$ cat src/rtl/alu_seq.sv
// Command sequencer: a 4-entry command FIFO feeds an IDLE/EXEC/OUT controller that
// drives an external combinational ALU and keeps a 4-bit accumulator as the result.
module alu_seq #(
  parameter int FIFO_DEPTH = 4
) (
  input  logic       clk,
  input  logic       rst_n,
  input  logic       cmd_valid,
  output logic       cmd_ready,
  input  logic [2:0] cmd_op,
  input  logic [3:0] cmd_data,
  output logic [3:0] alu_a,
  output logic [3:0] alu_b,
  output logic [4:0] alu_f,
  input  logic [3:0] alu_y,
  output logic       res_valid,
  input  logic       res_ready,
  output logic [3:0] res_data,
  output logic       res_zero
);

  typedef enum logic [2:0] {
    OP_LOAD = 3'd0, OP_ADD = 3'd1, OP_SUB = 3'd2, OP_AND = 3'd3,
    OP_OR   = 3'd4, OP_SHR = 3'd5, OP_SHL = 3'd6, OP_CLR = 3'd7
  } op_e;

  typedef struct packed {
    op_e        op;
    logic [3:0] data;
  } cmd_t;

  typedef enum logic [1:0] {IDLE, EXEC, OUT} state_t;

  localparam logic [4:0] F_IDLE = 5'b11111;

  cmd_t       mem [FIFO_DEPTH];
  logic [1:0] wr_ptr, rd_ptr;
  logic [2:0] count;
  logic       push, pop;

  state_t     state, state_nxt;
  cmd_t       ir;
  logic [3:0] acc, acc_nxt;

  // Ready comes only from the registered count, never from cmd_valid.
  assign cmd_ready = count < 3'(FIFO_DEPTH);
  assign push      = cmd_valid && cmd_ready;
  assign pop       = (state == IDLE) && (count != 3'd0);

  function automatic logic [4:0] alu_fn(input op_e op);
    case (op)
      OP_ADD:  return 5'b00010;
      OP_SUB:  return 5'b00011;
      OP_AND:  return 5'b01000;
      OP_OR:   return 5'b01100;
      OP_SHR:  return 5'b00000;
      OP_SHL:  return 5'b10000;
      default: return F_IDLE;
    endcase
  endfunction

  // Storage needs no reset; pointers and count define what is valid.
  always_ff @(posedge clk) begin
    if (push) mem[wr_ptr] <= '{op: op_e'(cmd_op), data: cmd_data};
  end

  always_ff @(posedge clk) begin
    if (!rst_n) begin
      wr_ptr <= '0;
      rd_ptr <= '0;
      count  <= '0;
    end else begin
      if (push) wr_ptr <= wr_ptr + 2'd1;
      if (pop)  rd_ptr <= rd_ptr + 2'd1;
      case ({push, pop})
        2'b10:   count <= count + 3'd1;
        2'b01:   count <= count - 3'd1;
        default: count <= count;
      endcase
    end
  end

  always_comb begin
    state_nxt = state;
    acc_nxt   = acc;
    alu_a     = acc;
    alu_b     = '0;
    alu_f     = F_IDLE;
    case (state)
      IDLE: if (count != 3'd0) state_nxt = EXEC;
      EXEC: begin
        state_nxt = OUT;
        case (ir.op)
          OP_LOAD: acc_nxt = ir.data;
          OP_CLR:  acc_nxt = '0;
          default: begin
            alu_b   = ir.data;
            alu_f   = alu_fn(ir.op);
            acc_nxt = alu_y;
          end
        endcase
      end
      OUT:     if (res_ready) state_nxt = IDLE;
      default: state_nxt = IDLE;
    endcase
  end

  always_ff @(posedge clk) begin
    if (!rst_n) begin
      state <= IDLE;
      acc   <= '0;
      ir    <= '0;
    end else begin
      state <= state_nxt;
      acc   <= acc_nxt;
      if (pop) ir <= mem[rd_ptr];
    end
  end

  assign res_valid = (state == OUT);
  assign res_data  = acc;
  assign res_zero  = (acc == 4'd0);

endmodule

$ cat config.mk
export PLATFORM = sky130hd
export DESIGN_NAME = alu_seq
export DESIGN_NICKNAME = d
export VERILOG_FILES = /design/src/rtl/alu_seq.sv
export SDC_FILE = /design/constraint.sdc
export NUM_CORES = 1
export LEC_CHECK = 0
export BUFFER_PORTS_ARGS = -buffer_cell sky130_fd_sc_hd__clkbuf_2
export CORE_UTILIZATION = 45
export CTS_BUF_LIST = sky130_fd_sc_hd__clkbuf_4
export DETAILED_ROUTE_END_ITERATION = 8
export MAX_ROUTING_LAYER = met4
export PLACE_DENSITY = 0.69
export RECOVER_POWER = 50
export SYNTH_ARGS = -nofsm -noshare
export SYNTH_HDL_FRONTEND = slang
export SYNTH_SLANG_ARGS = --single-unit
export TNS_END_PERCENT = 10
$ cat constraint.sdc
create_clock -name clk -period 2.7 [get_ports clk]
set_clock_uncertainty 0.15 [all_clocks]
set_input_delay 0.405 -clock clk [delete_from_list [all_inputs] [get_ports clk]]
set_output_delay 0.405 -clock clk [all_outputs]
set_load 0.05 [all_outputs]
==> summary.md <==
| Metric | Value |
|---|---|
| Status | complete, but fails checks |
| Violations in the final reports | DRC |
| Starting density of the core | 0.4766 |
| Seq/Total Area, Yosys | 0.5859 |
| Unique cell type count in the Yosys netlist | 39 |
| Avg Inst Size Synth | 12.84 um2 |
| Setup crit start | state[0] |
| Most common cell after layout, fill and taps aside | edfxtp_1 |
| Final period util | 0.9205 |
| CTS Root Cell | clkbuf_4 |
| Worst-Skew Late Latency | about 360 ps |
| # diodes | 0 |
| Max FO, Critical Path | 15 |
| CP endpoint kind | primary output |
| H-tree levels | 2 |
| Syn Inst Count | 165 |
| Hold violation count in the final report | 0 |
| Reg-to-Reg Start | count[2] |
| RR Endpoint | count[2] |
| Cell Rows | 24 |
| Fin crit period | 2485 ps |
| Initial antenna violation count | 0 |
| Die Span X | slightly above 70 um |
| DR WL/cell | 14.51 um |
| Slowest CP cell | dfxtp_1 |
| Die Y | 70.61 um |
| TritonCTS clock tree | done |
| IO Pins | 35 |
| Worst-margin pin slew | approximately 1100 ps |
| GP Congestion | just over 0.8 |
| CP startpoint kind | register |
| Worst-path clk slew | 140 ps |
| # DRC | 12 |
| WS Path Type | register to primary output |
| R2R setup slack | 240 ps |
| Synth-to-Final Area Change | 7.797% |
| CP Data Arrival Time | 1930 ps |
| Routed WL | 3.556 mm |
| Critical Path RT | between 2000 and 2500 ps |
| Post-cts repair resize count | 0 |
| Critical Path Sink | alu_b[1] |
| Commonest cells after routing, fill and taps aside | 28 x edfxtp_1, 20 x dfxtp_1, 18 x clkbuf_2 |
| Share of flip-flops with an asynchronous set or reset | 0 |
| Synth Register Bits | 48 |
| WP buf/inv | 1 |
| Setup bufs post-CTS | 0 |
| Nets@finish | approximately 210 |
| Crit-path leading delay family | simple AND/OR/NAND/NOR gates |
| Share of cells above drive strength 1 | 0.1917 |
| CP peak stage delay | 460 ps |
| Final Instance Area | around 2300 um2 |
| Maximum VDD drop | 0.4785 mV |
| Vias in the first global route | between 1000 and 1500 |
| CP Cell Sequence | and2b_1 > and3_4 > and2_1 > clkbuf_2 |
| Reg2Reg Depth | 8 |
| DP Wirelength | roughly 2.6 mm |
| Worst relative slew slack | 0.2910 |
| 1st-iter DRT viols | 79 |
| Unrepaired setup endpoints after global routing | false |
| Largest net degree at the start of global routing | 16 |
| Syn_nets | roughly 190 |
| Critical Path Stages | 4 |
| Total GRT Usage | 0.1637 |
| Syn. warnings | 0 |
| Post-synthesis cell area | approximately 2100 um2 |
| Max Freq | between 400 and 500 MHz |
| DR vias | 1298 |
| Pre-antenna DRT Iters | 6 |
| Ys flop type | edfxtp_1 |
| Final setup fails | 0 |
| Avg Vias per Cell | 5.298 |
| Post-synth EDFFs | 28 |
| Leakage | 0.0007925 uW |
| Grt total ovfl | 0 |
| Port Buffers | 34 |
| Fin Setup TNS | 0 ps |
| Max Cap Viol | 0 |
| Antenna Nets Post-Route | 0 |
| CTS Sinks | 48 |
| Hold WC Path Type | primary input to register |
| Clock Path Buffers | 2 |
| First-pass GRT wire length | 5.913 mm |
| Slew Limit Fails | 0 |
| Cell Pwr Density | 1079 nW/um2 |
| Die area | roughly 5000 um2 |
| Hold Buf Count CTS | 0 |
| CORE AREA | around 4400 um2 |
| Post-DP Area | approximately 2300 um2 |
| CTS Buf Count | 5 |
state kept, by name (all words and copies together) (netlist names):
register / count
alu_a: 4
ir: 7
rd_ptr: 2
state: 2
mem: 28
wr_ptr: 2
count: 3
per-layer routing:
metal | part of all wire | routed length [um] | vias up | track usage
met5 | 0 | 0 | - | -
met4 | 0.014 | 49 | 0 | 0.06000
met3 | 0.059 | 209 | 5 | 0.04416
met2 | 0.50 | 1777 | 38 | 0.2718
met1 | 0.43 | 1520 | 610 | 0.1926
li1 | - | - | 645 | -
worst register-to-register path, stage by stage, from the launching register on:
cell     delay, ps
dfxtp_1        430
nor3_2         100
nor3_2         390
ha_1           280
inv_1           60
fa_1           370
xor2_1         160
or3_1          310
a21oi_1        140
cell type report:
| type | count | area, um2 |
|---|---|---|
| fillers | 402 | 2161 |
| flip-flops and latches | 48 | 1241 |
| multi-input cells | 94 | 737.0 |
| repair buffers | 34 | 150.1 |
| well taps | 52 | 65.06 |
| clock buffers | 5 | 37.54 |
| inverters | 9 | 33.78 |
| clock inverters | 3 | 18.77 |
logic make-up (layout without fill, tap and decap cells):
group	after synthesis	after routing	share of synthesized area
xor gates and xnor gates	5	5	0.02068
DFF	48	48	0.5859
adders and majority gates	6	6	0.03898
and+or+nand+nor	52	52	0.1435
buffers and inverters	23	51	0.05906
muxes	9	9	0.08387
AOI/OAI and AO/OA	22	22	0.06793
stage by stage:
stage	instances	total power, uW	util	hold slack, ps	setup slack, ps
global route	245	2630	0.5138	109.4	60.27
finish	245	2465	0.5138	131.1	214.7
global placement	237	2150	0.5090	320.3	353.9
floorplan	165	2061	-	300.5	59.94
detailed placement	237	2201	0.5090	331.5	245.3
CTS	245	2521	0.5217	91.18	146.9
cells in the mapped netlist, drive strengths merged, types with 3 or more instances:
| master | number | area [um2] |
|---|---|---|
| xor2 | 3 | 26.28 |
| and2 | 9 | 58.81 |
| edfxtp | 28 | 840.8 |
| nand2 | 15 | 56.30 |
| ha | 5 | 62.56 |
| a21oi | 4 | 20.02 |
| nor2 | 6 | 22.52 |
| dfxtp | 20 | 400.4 |
| a31oi | 4 | 25.02 |
| mux4 | 7 | 157.7 |
| o21ai | 6 | 30.03 |
| nand3 | 6 | 30.03 |
| buf | 11 | 78.82 |
| nor3 | 3 | 25.02 |
| clkbuf | 3 | 12.51 |
| o2bb2ai | 7 | 61.31 |
| inv | 8 | 30.03 |
how the worst min path moves through the flow:
| stage | startpoint | endpoint | slack, ps | cells past startpoint |
|---|---|---|---|---|
| final | alu_y[2] | alu_a[2] | 130 | 3 |
| after global routing | alu_y[0] | alu_a[0] | 110 | 3 |
| after CTS | cmd_data[2] | mem[2][2] | 90 | 1 |
| after detailed placement | ir[0] | ir[0] | 330 | 2 |
| after global placement | ir[1] | ir[1] | 320 | 2 |
| after floorplan | ir[0] | ir[0] | 300 | 2 |
power by group:
part | internal (uW) | total, uW | switching [uW]
logic | 349 | 1030 | 677
clock network | 98.4 | 323 | 225
registers | 942 | 1120 | 173
No activity file was read; power rests on OpenSTA's default activity.
